**config.mk**
```make
export PLATFORM = sky130hd
export DESIGN_NAME = barcode_rcv
export DESIGN_NICKNAME = d
export VERILOG_FILES = /design/src/rtl/barcode_rcv.sv
export SDC_FILE = /design/constraint.sdc
export NUM_CORES = 1
export LEC_CHECK = 0
export BUFFER_PORTS_ARGS = -buffer_cell sky130_fd_sc_hd__buf_4
export CORE_ASPECT_RATIO = 0.9
export CORE_UTILIZATION = 30
export DETAILED_ROUTE_END_ITERATION = 10
export PLACE_DENSITY_LB_ADDON = 0.12
export SYNTH_ARGS = -nofsm -noshare
export SYNTH_HDL_FRONTEND = slang
export SYNTH_SLANG_ARGS = --single-unit
```
**constraint.sdc**
```tcl
create_clock -name clk -period 2.5 [get_ports clk]
set_clock_uncertainty 0.05 [all_clocks]
set_input_delay 0.25 -clock clk [delete_from_list [all_inputs] [get_ports clk]]
set_output_delay 0.25 -clock clk [all_outputs]
set_load 0.02 [all_outputs]
```
**src/rtl/barcode_rcv.sv**
```systemverilog
// barcode_rcv
//   Receives the self-clocked station-ID barcode waveform sent by
//   barcode_mimic and decodes it into an 8-bit ID.
//
//   The start bit's low time defines the bit period T. Each data bit
//   (8 bits, MSB first) begins with a falling edge. The bit is read by
//   sampling the line T clocks after that falling edge. A frame whose
//   two upper bits are not zero is illegal and is dropped.
//
// Ports
//   clk        : system clock
//   rst        : asynchronous active-high reset
//   BC         : raw serial line, asynchronous to clk, idles high
//   clr_ID_vld : consumer acknowledge; clears ID_vld
//   ID         : last accepted station ID
//   ID_vld     : sticky flag, a new legal ID is held in ID
//   busy       : high while a frame is in progress (state != IDLE)
module barcode_rcv #(
  parameter int unsigned     PW      = 22,
  parameter logic [PW-1:0]   TIMEOUT = 22'h3F_FFFF
) (
  input  logic       clk,
  input  logic       rst,
  input  logic       BC,
  input  logic       clr_ID_vld,
  output logic [7:0] ID,
  output logic       ID_vld,
  output logic       busy
);

  typedef enum logic [2:0] {
    IDLE,
    START,
    WAIT_FALL,
    SAMPLE,
    CHECK
  } state_t;

  state_t          state_reg, state_next;
  logic [PW-1:0]   period_reg, period_next;
  logic [PW-1:0]   t_reg, t_next;
  logic [PW-1:0]   timer_reg, timer_next;
  logic [3:0]      bit_cnt_reg, bit_cnt_next;
  logic [7:0]      shreg_reg, shreg_next;
  logic [7:0]      id_reg, id_next;
  logic            id_vld_reg, id_vld_next;

  // Two-flop synchronizer plus one history flop. All preset to the
  // idle (high) level so reset never produces a spurious falling edge.
  logic bc_meta_reg, bc_sync_reg, bc_prev_reg;
  logic fall;

  assign fall = bc_prev_reg & ~bc_sync_reg;

  always_ff @(posedge clk or posedge rst) begin
    if (rst) begin
      bc_meta_reg <= 1'b1;
      bc_sync_reg <= 1'b1;
      bc_prev_reg <= 1'b1;
      state_reg   <= IDLE;
      period_reg  <= '0;
      t_reg       <= '0;
      timer_reg   <= '0;
      bit_cnt_reg <= '0;
      shreg_reg   <= '0;
      id_reg      <= '0;
      id_vld_reg  <= 1'b0;
    end else begin
      bc_meta_reg <= BC;
      bc_sync_reg <= bc_meta_reg;
      bc_prev_reg <= bc_sync_reg;
      state_reg   <= state_next;
      period_reg  <= period_next;
      t_reg       <= t_next;
      timer_reg   <= timer_next;
      bit_cnt_reg <= bit_cnt_next;
      shreg_reg   <= shreg_next;
      id_reg      <= id_next;
      id_vld_reg  <= id_vld_next;
    end
  end

  always_comb begin
    state_next   = state_reg;
    period_next  = period_reg;
    t_next       = t_reg;
    timer_next   = timer_reg;
    bit_cnt_next = bit_cnt_reg;
    shreg_next   = shreg_reg;
    id_next      = id_reg;
    // A set in CHECK below overrides this clear, so set wins on collision.
    id_vld_next  = clr_ID_vld ? 1'b0 : id_vld_reg;

    case (state_reg)
      IDLE: begin
        if (fall) begin
          state_next  = START;
          period_next = {{(PW-1){1'b0}}, 1'b1};
        end
      end

      START: begin
        if (bc_sync_reg) begin
          // End of start bit: its low time is the bit period.
          t_next       = period_reg;
          bit_cnt_next = '0;
          timer_next   = '0;
          state_next   = WAIT_FALL;
        end else if (period_reg == {PW{1'b1}}) begin
          // Line stuck low: abandon.
          state_next = IDLE;
        end else begin
          period_next = period_reg + 1'b1;
        end
      end

      WAIT_FALL: begin
        if (fall) begin
          timer_next = {{(PW-1){1'b0}}, 1'b1};
          state_next = SAMPLE;
        end else if (timer_reg == TIMEOUT) begin
          state_next = IDLE;
        end else begin
          timer_next = timer_reg + 1'b1;
        end
      end

      SAMPLE: begin
        // Falling edges here are ignored; only the timer decides.
        if (timer_reg == t_reg) begin
          shreg_next   = {shreg_reg[6:0], bc_sync_reg};
          bit_cnt_next = bit_cnt_reg + 4'd1;
          timer_next   = '0;
          state_next   = (bit_cnt_reg == 4'd7) ? CHECK : WAIT_FALL;
        end else begin
          timer_next = timer_reg + 1'b1;
        end
      end

      CHECK: begin
        if (shreg_reg[7:6] == 2'b00) begin
          id_next     = shreg_reg;
          id_vld_next = 1'b1;
        end
        state_next = IDLE;
      end

      default: state_next = IDLE;
    endcase
  end

  assign ID     = id_reg;
  assign ID_vld = id_vld_reg;
  assign busy   = (state_reg != IDLE);

endmodule
```
==> results.md <==
- Outcome: finished, final reports clean
- Final setup TNS: 0 ns
- Max cap viols: 0
- Crit end category: register
- Post-DP HPWL: 7990 µm
- Netlist cell types: 49
- Routed wire length: around 11000 µm
- Cell total after placement: 660
- WP buf/inv: 1
- HP Class: primary input to asynchronous set/reset pin
- Synth warnings: 0
- Clock latency at the later pin of the worst-skew pair: 0.34 ns
- Slew Limit Fails: 0
- Nets: 477
- Most frequent cells in the layout: 90 x dfrtp_1, 43 x nand2_1, 36 x mux2_2
- # DRC: 0
- Synth Area in Compound Gates: under 10%
- Critical path launch point type: register
- VDD IR-drop max: 0.370 mV
- GP Congestion: 0.788
- Syn_nets: between 400 and 500
- Via count: 3451
- Final setup vio count: 0
- Post-synthesis simple-gate area fraction: ~20%
- Top post-synthesis cells by area: dfrtp_1 48%, mux2_2 8.6%, xor2_1 6.5%
- Top Ports: 14
- Largest family of logic cells by synthesized area: simple AND/OR/NAND/NOR gates
- Post-CTS setup buffer count: 0
- Initial Utilization: between 30% and 40%
- Row cnt: 43
- Antenna viol nets, final: 0
- Synthesis-to-layout area growth: 15.4%
- Fin crit share: 94.7%
- Pwr per Cell Area: 769 mW/mm²
- Pleak: 2.50 nW
- Place WS: about 0.078 ns
- First-pass GRT wire length: between 15000 and 20000 µm
- WHS: 0.00582 ns
- Port Buffers: 13
- CTS Sinks: 93
- Crit path time final: 2.37 ns
- Num CTS Buffers: 9
- Inserted Diodes: 0
- Crit-path max FO: 19
- Synth Cell Area: 0.00471 mm²
- CP Cell Sequence: xor2_1, nor4_1, nand3_1, or3_4, buf_4, a32oi_1, o41ai_1
- Initial antenna violation count: 0
- Crit path DAT: 2.53 ns
- Adder-Cell Fraction of Synth Area: less than 1%
- Synth area leader: dfrtp_1
- Die X: 134 µm
- CP required: 2.66 ns
- Total Routing Usage GR: between 10% and 20%
- Worst path max stage delay: 0.46 ns
- FMAX: 422 MHz
- Non-Filler Instances: 677
- Final Worst Setup Slack: 0.132 ns
- Total gr overflow: 0
- Primary FF master, synth: dfrtp_1
- Mux cell area share after synthesis: 8.82%
- Layout Utilization: between 30% and 40%
- Post-synthesis share of cell area spent on xor and xnor gates: 7.62%
- Clk buf depth: 2
- Most common cell after layout, fill and taps aside: dfrtp_1
- Layout cell share with drive strength beyond 1: 21.3%
- CTS clock-pin slew for the worst setup and hold paths: 0.07 ns
- Flops & latches, synth: 93
- Post-synth EDFFs: 0
- Fillers: 1562
- Crit-path slowest cell: dfrtp_1
- Core area: 0.0154 mm²
- Die Footprint: 0.0162 mm²
- Wire length per cell: ~17 µm
- Routed vias/inst: 5.10
- Die Y: roughly 120 µm
- Synth Area per Inst: about 10 µm²
- Synth Instances: 450
- Drt pass-1 iters: 4
- RSZ-0062 raised after global routing: false
- Top-area cell type share of the netlist area: 47.8%
- Post-synth ARST share: 100%
- Final Hold Fails: 0
- Slew HR: between 60 and 70%
- Root Buffer: clkbuf_16
- Initial DRC count: 232
- Slew @ Worst Pin: approximately 0.58 ns
- Critical path class: register to register
- Number of global-route vias before repair: 3336
- Crit path max-delay family: simple AND/OR/NAND/NOR gates
- TritonCTS clock tree: built
- Sequential element share of the synthesized area: 49.5%
- H-tree levels: 3
- Largest net degree at the start of global routing: 94
worst register-to-register path, cell delays in order, from the launching register on:
cell and delay (ns):
dfrtp_1 0.46, xor2_1 0.19, nor4_1 0.34, nand3_1 0.21, or3_4 0.44, buf_4 0.23, a32oi_1 0.22, o41ai_1 0.10
timing repair:
action                                  CTS  global route
hold buffers                              1             0
hold endpoints to repair                  1             0
endpoints found under the setup margin    0             7
resized for setup                         0             1
report_power, final:
| part | switching, mW | leakage (nW) | internal [mW] | total, mW |
|---|---|---|---|---|
| registers | 0.176 | 1.26 | 1.67 | 1.84 |
| logic | 0.539 | 1.09 | 0.386 | 0.925 |
| clock network | 0.603 | 0.153 | 0.810 | 1.41 |
| total | 1.32 | 2.50 | 2.86 | 4.18 |
cells in the mapped netlist, drive strengths merged (4+ instances only):
cell type  count
dfrtp         90
o41ai          4
buf           18
o311ai         7
a31oi          4
xor2          35
nand2         43
nor3           9
a22oi          7
nor2          31
nor4          12
o21ai         16
xnor2          6
nand3         23
clkbuf         8
nand4         25
nor2b          5
a21oi          6
mux2          36
inv            9
o31ai          7
nand2b         5
and3          12
stage by stage:
step	total power, mW	cell area (µm²)
2_1_floorplan	2.50	4710
3_3_place_gp	2.79	5110
3_5_place_dp	2.80	5110
4_1_cts	4.23	5430
5_1_grt	4.44	5440
6_report	4.18	5440
path summary, 6_finish.rpt:
kind	slack [ns]	start	end	depth (start not counted)
max	0.13	timer_reg[10]$_DFFE_PP0P_	timer_reg[5]$_DFFE_PP0P_	7
min	0.006	rst	timer_reg[5]$_DFFE_PP0P_	3
max reg2reg	0.13	timer_reg[10]$_DFFE_PP0P_	timer_reg[5]$_DFFE_PP0P_	7
min reg2reg	0.31	bc_meta_reg$_DFF_PP1_	bc_sync_reg$_DFF_PP1_	0
max in group asynchronous	1.99	rst	bc_meta_reg$_DFF_PP1_	3
min in group clk	0.14	clr_ID_vld	ID_vld$_DFF_PP0_	3
cells by family (layout without fill, tap and decap cells):
group | after synthesis | after routing
multiplexers | 37 | 37
AO/OA/AOI/OAI | 62 | 62
XOR/XNOR | 41 | 41
flip-flops | 93 | 93
AND/OR/NAND/NOR | 179 | 179
adder cells (fa/ha/maj) | 3 | 3
buffers and inverters | 35 | 60
routing by layer:
layer	vias to the layer above	GRT usage, %	routed length, µm
li1	1676	-	-
met1	1718	22.7	5870
met2	46	21.3	4770
met3	11	2.76	466
met4	0	3.65	116
met5	-	0	0
layout make-up:
class / instances / area (µm²) / area share, %
tap: 202 / 253 / 4.65
clock inverter: 6 / 70.1 / 1.29
timing repair buffer: 35 / 278 / 5.11
sequential: 93 / 2330 / 42.9
clock buffer: 10 / 239 / 4.39
multi-input combinational: 322 / 2230 / 41.0
inverter: 9 / 37.5 / 0.690
No activity file was read; power rests on OpenSTA's default activity.
